## src/rtl/tube_event_reader.sv

```systemverilog
// Read side of the tube-word FIFO: pops 16-bit words, checks layer/tube framing and
// reassembles 32 radii into one 256-bit drift-time event with hit mask and hit count.
module tube_event_reader #(
    parameter logic [7:0] NO_HIT    = 8'hFF,
    parameter int         TIMEOUT   = 1024,
    parameter int         ERR_CNT_W = 16
) (
    input  logic                 clk100,
    input  logic                 rst,
    output logic                 rd_en,
    input  logic                 rd_empty,
    input  logic                 rd_valid,
    input  logic [15:0]          rd_data,
    output logic [255:0]         ev_data,
    output logic [31:0]          ev_hit_mask,
    output logic [5:0]           ev_hit_count,
    output logic                 ev_valid,
    input  logic                 ev_ready,
    output logic [ERR_CNT_W-1:0] frame_err_cnt,
    output logic [ERR_CNT_W-1:0] timeout_cnt
);

    localparam int TMR_W = $clog2(TIMEOUT + 1);

    typedef enum logic [1:0] {FETCH, WAIT, CHECK, HOLD} state_t;

    state_t             state_q, state_d;
    logic [4:0]         idx_q;
    logic               in_sync_q;
    logic [15:0]        word_q;
    logic [255:0]       ev_buf_q;
    logic [TMR_W-1:0]   tmr_q;

    logic               word_match, word_is_start, tmo_fire;
    logic [255:0]       full_event;
    logic [31:0]        mask_d;
    logic [5:0]         count_d;

    // Layer/tube tag expected at word index i: groups 3A, 3B, 4A, 4B of eight tubes each.
    function automatic logic [7:0] expected_tag(input logic [4:0] i);
        logic [4:0] layer;
        case (i[4:3])
            2'd0:    layer = 5'b11000;
            2'd1:    layer = 5'b11001;
            2'd2:    layer = 5'b00100;
            default: layer = 5'b00101;
        endcase
        return {layer, i[2:0]};
    endfunction

    assign word_match    = (word_q[15:8] == expected_tag(idx_q));
    assign word_is_start = (word_q[15:8] == expected_tag(5'd0));
    // Timeout only acts in FETCH, so it never collides with a read already in flight.
    assign tmo_fire      = (state_q == FETCH) && (idx_q != 5'd0) && (tmr_q == TMR_W'(TIMEOUT - 1));
    assign rd_en         = (state_q == FETCH) && !rd_empty && !tmo_fire && !rst;

    always_comb begin
        // NOTE: every combinational output gets a default first so no path can infer a latch.
        full_event          = ev_buf_q;
        full_event[255:248] = word_q[7:0];
        mask_d              = '0;
        count_d             = '0;
        for (int k = 0; k < 32; k++) begin
            mask_d[k] = (full_event[8*k +: 8] != NO_HIT);
            count_d   = count_d + 6'(mask_d[k]);
        end
    end

    always_comb begin
        state_d = state_q;
        case (state_q)
            FETCH: if (!tmo_fire && !rd_empty) state_d = WAIT;
            WAIT:  state_d = rd_valid ? CHECK : FETCH;
            CHECK: state_d = (in_sync_q && word_match && idx_q == 5'd31) ? HOLD : FETCH;
            HOLD:  if (ev_ready) state_d = FETCH;
            default: state_d = FETCH;
        endcase
    end

    always_ff @(posedge clk100) begin
        // NOTE: state uses non-blocking assignments so every register samples pre-edge values.
        if (rst) begin
            state_q       <= FETCH;
            idx_q         <= '0;
            in_sync_q     <= 1'b1;
            word_q        <= '0;
            tmr_q         <= '0;
            // NOTE: the assembly buffer is reset too, so a reset mid-event leaves no stale radii.
            ev_buf_q      <= '0;
            ev_data       <= '0;
            ev_hit_mask   <= '0;
            ev_hit_count  <= '0;
            ev_valid      <= 1'b0;
            frame_err_cnt <= '0;
            timeout_cnt   <= '0;
        end else begin
            state_q <= state_d;

            if (state_q == HOLD || idx_q == 5'd0)
                tmr_q <= '0;
            else if (tmr_q != TMR_W'(TIMEOUT - 1))
                tmr_q <= tmr_q + 1'b1;

            case (state_q)
                FETCH: begin
                    if (tmo_fire) begin
                        if (timeout_cnt != '1) timeout_cnt <= timeout_cnt + 1'b1;
                        ev_buf_q <= '0;
                        idx_q    <= '0;
                    end
                end
                WAIT: begin
                    if (rd_valid) word_q <= rd_data;
                end
                CHECK: begin
                    if (!in_sync_q) begin
                        if (word_is_start) begin
                            in_sync_q      <= 1'b1;
                            ev_buf_q[7:0]  <= word_q[7:0];
                            idx_q          <= 5'd1;
                            tmr_q          <= '0;
                        end
                    end else if (word_match) begin
                        ev_buf_q[8*idx_q +: 8] <= word_q[7:0];
                        tmr_q                  <= '0;
                        if (idx_q == 5'd31) begin
                            ev_data      <= full_event;
                            ev_hit_mask  <= mask_d;
                            ev_hit_count <= count_d;
                            ev_valid     <= 1'b1;
                        end else begin
                            idx_q <= idx_q + 1'b1;
                        end
                    end else begin
                        if (frame_err_cnt != '1) frame_err_cnt <= frame_err_cnt + 1'b1;
                        ev_buf_q <= '0;
                        tmr_q    <= '0;
                        if (word_is_start) begin
                            ev_buf_q[7:0] <= word_q[7:0];
                            idx_q         <= 5'd1;
                        end else begin
                            idx_q     <= '0;
                            in_sync_q <= 1'b0;
                        end
                    end
                end
                HOLD: begin
                    if (ev_ready) begin
                        ev_valid <= 1'b0;
                        idx_q    <= '0;
                    end
                end
                default: ;
            endcase
        end
    end

endmodule
```

## config.mk

```make
export PLATFORM = sky130hd
export DESIGN_NAME = tube_event_reader
export DESIGN_NICKNAME = d
export VERILOG_FILES = /design/src/rtl/tube_event_reader.sv
export SDC_FILE = /design/constraint.sdc
export NUM_CORES = 1
export LEC_CHECK = 0
export BUFFER_PORTS_ARGS = -buffer_cell sky130_fd_sc_hd__buf_2
export CORE_MARGIN = 1.5
export CORE_UTILIZATION = 45
export CTS_CLUSTER_DIAMETER = 150
export DETAILED_ROUTE_END_ITERATION = 8
export PLACE_DENSITY = 0.67
export REMOVE_ABC_BUFFERS = 1
export SKIP_CTS_REPAIR_TIMING = 1
export SYNTH_ARGS = -nofsm -noshare
export SYNTH_HDL_FRONTEND = slang
export SYNTH_SLANG_ARGS = --single-unit
```

## constraint.sdc

```tcl
create_clock -name clk100 -period 7.7 [get_ports clk100]
set_clock_uncertainty 0.1 [all_clocks]
set_input_delay 0.385 -clock clk100 [delete_from_list [all_inputs] [get_ports clk100]]
set_output_delay 0.385 -clock clk100 [all_outputs]
set_load 0.05 [all_outputs]
```

==> impl_results.md, run 1 <==
* Via-per-instance ratio at approximately 5.6
* Die area at around 53,000 µm²
* Reg area at around 12,000 µm²
* Adder-Cell Fraction of Synth Area at 2.83%
* Fin. Hold Viols at 0
* Critical Path Source Type: register
* Largest net degree at the start of global routing at between 200 and 250
* Initial Util at roughly 46%
* Sw Ratio at between 20% and 30%
* Crit path capture type: register
* Pint at just under 5000 µW
* Cell taking the most area after synthesis: dfxtp_1
* Count of final setup violators at 0
* Post-synth EDFFs at 0
* Global route total overflow at 0
* Fill count at around 4,700
* Post-synth top area share at between 50% and 60%
* Slowest library cell on the worst path: fa_1
* Layout cell share with drive strength beyond 1 at 18.6%
* Register area share after synthesis at 52.8%
* WL final at about 70,000 µm
* Fin crit share at between 60% and 70%
* Post-layout minimum cycle time at about 5.3 ns
* PortBufs at about 350
* Fmax achieved at 189 MHz
* Synth Area in Compound Gates at approximately a fifth
* Slew @ Worst Pin at ~1.3 ns
* DRC violations left at 0
* CTS max path bufs at 3
* Critical path cell sequence: nand4_1, or2_2, fa_1, fa_1, fa_1, inv_1, fa_1, fa_1, inv_1, fa_1, ha_1, inv_1, fa_1, inv_1, a21o_1, a21oi_1, xnor2_1, nand2_1, a21oi_1
* WP data required at between 8 and 9 ns
* Clk sink count at between 600 and 700
* Outcome: finished, final reports clean
* Combinational power share at about 1.9%
* Clock-pin slew on the worst setup and hold paths at 0.06 ns
* Worst skew pair latency at 0.61 ns
* Psw at between 1000 and 1500 µW
* YS warnings at 0
* Die height at 230 µm
* Most frequent cells in the layout: dfxtp_1 (610), nand2_1 (602), buf_2 (347), a21oi_1 (322), a22o_1 (165)
* Placer Congestion at 0.831
* Xor and xnor area share after synthesis at ~1.6%
* Largest family of logic cells by synthesized area: simple AND/OR/NAND/NOR gates
* PD cells at around 230 nW/µm²
* Sequential fraction of design power at 50.6%
* Htree depth at 2
* DR iter-0 viols at between 1,500 and 2,000
* Relative slew slack at around 16%
* Area of the multi-input gates at about 10,000 µm²
* Routed Antenna Nets at 0
* Arrival @ worst endpoint at 5.75 ns
* Total CTS buffers at 60
* 1st-pass router iterations at 5
* Number of standard cells after synthesis at about 2,600
* Async SR Flop Fraction at 0%
* Die W at around 230 µm
* Max incr delay on CP at 0.52 ns
* Core Util, Final at a little over half
* Max rail drop VDD at roughly 0.18 mV
* Top_reg_cell synth: dfxtp_1
* Clock share of power at 47.5%
* Synthesis-to-finish area growth at 18.3%
* Crit path max fanout at 3
* Post-Syn Area per Cell at 8.96 µm²
* Worst Hold Slack at between 0.01 and 0.015 ns
* Most common cell after layout, fill and taps aside: dfxtp_1
* I/O pin count at 349
* Max Cap Violations at 0
* Vias at 20,000
* Tot GR Track Use at 25.4%
* Synth Area in Simple Gates at 20.4%
* Most frequent CP cell: fa_1
* Nets at ~2,900
* TritonCTS clock tree: built
* First-pass GRT wire length at 107,000 µm
* P_leak at 0.0104 µW
* Worst hold path type: input port to register
* Initial antenna violation count at 2
* Root Buffer: clkbuf_16
* Vias in the first global route at between 15,000 and 20,000
* Avg WL per Cell at slightly below 20 µm
* Mux cell area share after synthesis at less than 1%
* Max-slew violations at 0
* Cell variety after synth at between 70 and 80
* #FFs+latches synth at between 600 and 700
* Crit Path Category: register to register
* DP HPWL at approximately 48,000 µm
* Post-Syn Area at about 23,000 µm²
* Core box area at approximately 50,000 µm²
* Row cnt at 82
* Synth area leaders: dfxtp_1 (53%), nand2_1 (9.8%), a21oi_1 (7.0%), a22o_1 (6.2%), a32o_1 (2.2%)
* RSZ-0062 raised after global routing: no
routing by layer:
| metal | GRT usage, % | wire length [µm] | vias to the layer above |
|---|---|---|---|
| met3 | 4.02 | 4190 | 115 |
| met4 | 7.46 | 1790 | 0 |
| li1 | - | - | 9520 |
| met2 | 41.9 | 33000 | 622 |
| met1 | 34.3 | 31100 | 9713 |
| met5 | 0 | 0 | - |
flip-flops by register name, summed over array words and instances, names as in the netlist, 6 cells and up:
signal         count
ev_buf_q         248
ev_data          256
word_q            16
timeout_cnt       16
ev_hit_mask       32
ev_hit_count       6
tmr_q             11
frame_err_cnt     16
cell families (layout without fill, tap and decap cells):
family,after synthesis,count (layout)
simple gates,1035,1035
compound gates,646,646
flops,610,610
buf+inv,209,528
xor+xnor,41,41
fa+ha+maj,38,38
mux,2,2
other cells,0,3
power groups by stage:
stage / Sequential [µW] / Clock [µW] / Combinational [µW]
3_3_place_gp: 3230 / 0 / 111
6_report: 3160 / 2970 / 121
2_1_floorplan: 3240 / 0 / 41.8
4_1_cts: 3160 / 3030 / 113
5_1_grt: 3160 / 3160 / 130
3_5_place_dp: 3230 / 0 / 113
critical path, delay by kind of cell, from the launching register on:
family                   cells  cell delay (ns)
AO/OA/AOI/OAI                3             0.34
XOR/XNOR                     1             0.13
buffers and inverters        4             0.24
adder cells (fa/ha/maj)      8             3.57
flip-flops                   1             0.37
AND/OR/NAND/NOR              3             0.51
layout make-up:
| type | instances | share of cell area [%] |
|---|---|---|
| diodes | 3 | 0.0274 |
| multi-input cells | 1762 | 36.8 |
| clock inverters | 19 | 0.827 |
| flip-flops and latches | 610 | 44.6 |
| inverters | 32 | 0.439 |
| well taps | 672 | 3.07 |
| repair buffers | 386 | 7.63 |
| clock buffers | 91 | 6.57 |
per-stage QoR:
| stage | cell area, µm² | instances | setup WS [ns] | setup TNS (ns) | power [µW] |
|---|---|---|---|---|---|
| finish | 27400 | 3575 | 2.40 | 0 | 6260 |
| CTS | 27200 | 3556 | 2.39 | 0 | 6300 |
| global route | 27400 | 3572 | 2.13 | 0 | 6450 |
| detailed placement | 25200 | 3446 | 2.41 | 0 | 3350 |
| floorplan | 22400 | 2404 | -0.992 | -51.94 | 3280 |
| global placement | 25200 | 3446 | 2.42 | 0 | 3340 |
final timing paths:
kind / from / end / slack, ns / cells past startpoint
max: ev_buf_q[223]$_SDFFE_PP0P_ / ev_hit_count[4]$_SDFFE_PP0P_ / 2.40 / 19
min: rd_empty / state_q[0]$_SDFFE_PP0P_ / 0.01 / 4
max reg2reg: ev_buf_q[223]$_SDFFE_PP0P_ / ev_hit_count[4]$_SDFFE_PP0P_ / 2.40 / 19
min reg2reg: ev_data[95]$_SDFFE_PP0P_ / ev_data[95]$_SDFFE_PP0P_ / 0.34 / 2
synthesized netlist by cell type, types with 7 or more instances:
library cell,number
a211oi_1,24
a21oi_1,322
a22o_1,165
a32o_1,50
and2_1,9
and3_1,16
buf_2,49
clkbuf_1,122
dfxtp_1,610
fa_1,24
ha_1,14
inv_1,32
nand2_1,602
nand2b_1,11
nand3_1,33
nand3b_1,19
nand4_1,80
nor2_1,129
nor2_2,32
nor2b_1,17
nor3_1,23
o21ai_0,28
o21ai_1,15
o2bb2ai_1,8
or2_2,12
or3_1,7
xnor2_1,12
xor2_1,29
Note: power is estimated with default switching activity, not from simulation.
==> run 2: changes to the inputs <==
ABC_AREA = 1   (was unset)
PLACE_DENSITY = 0.69   (was 0.67)
clock period = 4.5 ns   (was 7.7 ns; I/O delays follow)
==> run 2 against run 1 <==
- the run now ends with setup timing left
- combinational power increased to 4.6 times the previous value
- synthesized area increased by 9.0%
- core utilization increased by 2.2 points
- die area increased by 8.9%
- clock power increased by 92%
- highest routed layer unchanged
- critical endpoint unchanged
- largest cell class unchanged
- sequential power increased by 72%
- total power increased by 87%
- synthesized cell count increased by 31%
- count of clock-buffer cells in the layout unchanged
- fmax increased by 5.7%
- largest power group is now clock
- register-to-register slack got worse by 2.9 ns
==> impl_results.md, run 2 <==
* Arrival @ worst endpoint at about 5.4 ns
* Dpl cells at roughly 4,500
* Antenna Diode Count at 0
* Crit path max fanout at 2
* Via-per-instance ratio at around 5.3
* Tot GR Track Use at 26.6%
* Non-filler instance count after layout at 4,625
* #FFs+latches synth at 610
* Fin crit share at 112%
* Initial Util at about 46%
* PortBufs at roughly 350
* DP HPWL at 54,700 µm
* Worst hold path type: input port to register
* Max-slew violations at 0
* Cell variety after synth at 38
* Setup TNS at -2.25 ns
* DP Worst Slack at -0.653 ns
* Global route total overflow at 0
* First-pass GRT wire length at between 100,000 and 150,000 µm
* Relative slew slack at between 20% and 30%
* Placer Congestion at 0.930
* Routed Antenna Nets at 0
* Row cnt at 86
* Crit path capture type: register
* Layout cell share with drive strength beyond 1 at 19.6%
* Async SR Flop Fraction at 0%
* Top reg by flops: ev_data
* YS warnings at 0
* Most frequent CP cell: fa_1
* Top_reg_cell synth: dfxtp_1
* Root Buffer: clkbuf_16
* Vias in the first global route at around 22,000
* Post-synth EDFFs at 0
* Avg WL per Cell at roughly 17 µm
* Violated checks: setup timing
* Most frequent cells in the layout: nor2_1 (645), nand2_1 (612), dfxtp_1 (601), buf_2 (347), a21oi_1 (337)
* Outcome: finished with violations
* Fin. Hold Viols at 0
* Post-Syn Area at 25,200 µm²
* Die W at between 200 and 250 µm
* P_leak at between 0.01 and 0.015 µW
* Worst Hold Slack at roughly 0.17 ns
* Fill count at about 5,200
* Synth area leaders: dfxtp_1 (48%), nor2_1 (9.7%), nand2_1 (9.1%), a21oi_1 (6.7%), o21ai_0 (5.6%)
* DRC violations left at 0
* RSZ-0062 raised after global routing: yes
* Top flop regs: ev_data (256), ev_buf_q (248), ev_hit_mask (32)
* Die area at between 50,000 and 60,000 µm²
* Total CTS buffers at 67
* Critical path cell sequence: nand4_1, nor2_2, fa_1, inv_2, fa_1, inv_1, fa_1, fa_1, fa_1, inv_1, fa_1, ha_2, inv_2, fa_2, o21ai_1, a21oi_1, xor2_1, a21oi_1
* Vias at between 20,000 and 25,000
* Slowest library cell on the worst path: fa_1
* Worst skew pair latency at 0.60 ns
* CP delay by family, top: adder cells
* DR iter-0 viols at 2,404
* Post-layout minimum cycle time at 5.02 ns
* Synthesis-to-finish area growth at 23.5%
* Most common cell in the netlist: nor2_1
* WP data required at 4.86 ns
* Most common cell after layout, fill and taps aside: nor2_1
* Cell taking the most area after synthesis: dfxtp_1
* CTS max path bufs at 3
* Count of final setup violators at 5
* Nets at 3,890
* Clock-pin slew on the worst setup and hold paths at 0.06 ns
* 1st-pass router iterations at 6
* Largest register FFs at 256
* Critical Path Source Type: register
* Htree depth at 3
* Final total power at 11,700 µW
* Max rail drop VDD at roughly 0.25 mV
* Post-synth top area share at 48.4%
* Clk sink count at 610
* PD cells at 376 nW/µm²
* CP Buf/Inv Count at 4
* Crit Path Category: register to register
* Largest net degree at the start of global routing at 139
* Initial antenna violation count at 0
* Register area share after synthesis at roughly half
* Max Cap Violations at 0
* Core box area at roughly 55,000 µm²
* TritonCTS clock tree: built
* Max incr delay on CP at about 0.60 ns
* Number of standard cells after synthesis at roughly 3,400
* Slew @ Worst Pin at 1.06 ns
* Final worst slack at -0.518 ns
* Post-Syn Area per Cell at roughly 7.5 µm²
* WL final at ~79,000 µm
* Post-synth top cells: nor2_1 (653), nand2_1 (612), dfxtp_1 (610), a21oi_1 (338), o21ai_0 (283)
* I/O pin count at between 300 and 400
* Die height at 240 µm
* Fmax achieved at roughly 200 MHz
run 2: power by group:
group          leakage [µW]  internal, µW  switching (µW)
clock network       0.00113          3480            2230
registers           0.00492          5420            16.7
logic               0.00789           115             440
total                0.0139          9010            2690
run 2: layer usage:
metal	track usage, %	part of all wire (%)	vias up
met5	0	0	-
met4	10.9	3.3	0
met3	4.49	7.3	161
met2	41.0	45	911
met1	36.6	45	11300
li1	-	-	12000
run 2: stage by stage:
stage          util [%]  area [µm²]
2_1_floorplan         -       24400
3_3_place_gp       51.9       28600
3_5_place_dp       51.9       28600
4_1_cts            56.0       30900
5_1_grt            56.4       31200
6_report           56.4       31200
run 2: area by class of cell:
cell class	count	area (µm²)	area share, %
clock inverter	24	310	0.996
multi-input combinational	2414	11600	37.1
tap	748	936	3.00
inverter	172	661	2.12
clock buffer	91	1980	6.36
sequential	610	12200	39.2
timing repair buffer	566	3470	11.1
run 2: cells by family after synthesis:
logic type               count (synthesis)  share of synthesized area (%)
XOR/XNOR                                35                           1.22
AO/OA/AOI/OAI                          680                           14.1
adder cells (fa/ha/maj)                 38                           2.60
buffers and inverters                  359                           5.92
flip-flops                             610                           48.4
AND/OR/NAND/NOR                       1661                           27.7
run 2: worst paths after layout:
path / start / end / slack [ns] / cells after the start
worst max register to register: ev_buf_q[109]$_SDFFE_PP0P_ / ev_hit_count[4]$_SDFFE_PP0P_ / -0.52 / 18
worst max-delay path: ev_buf_q[109]$_SDFFE_PP0P_ / ev_hit_count[4]$_SDFFE_PP0P_ / -0.52 / 18
worst min-delay path: rst / frame_err_cnt[6]$_SDFFE_PP0P_ / 0.17 / 2
worst min register to register: ev_hit_mask[24]$_SDFFE_PP0P_ / ev_hit_mask[24]$_SDFFE_PP0P_ / 0.35 / 2
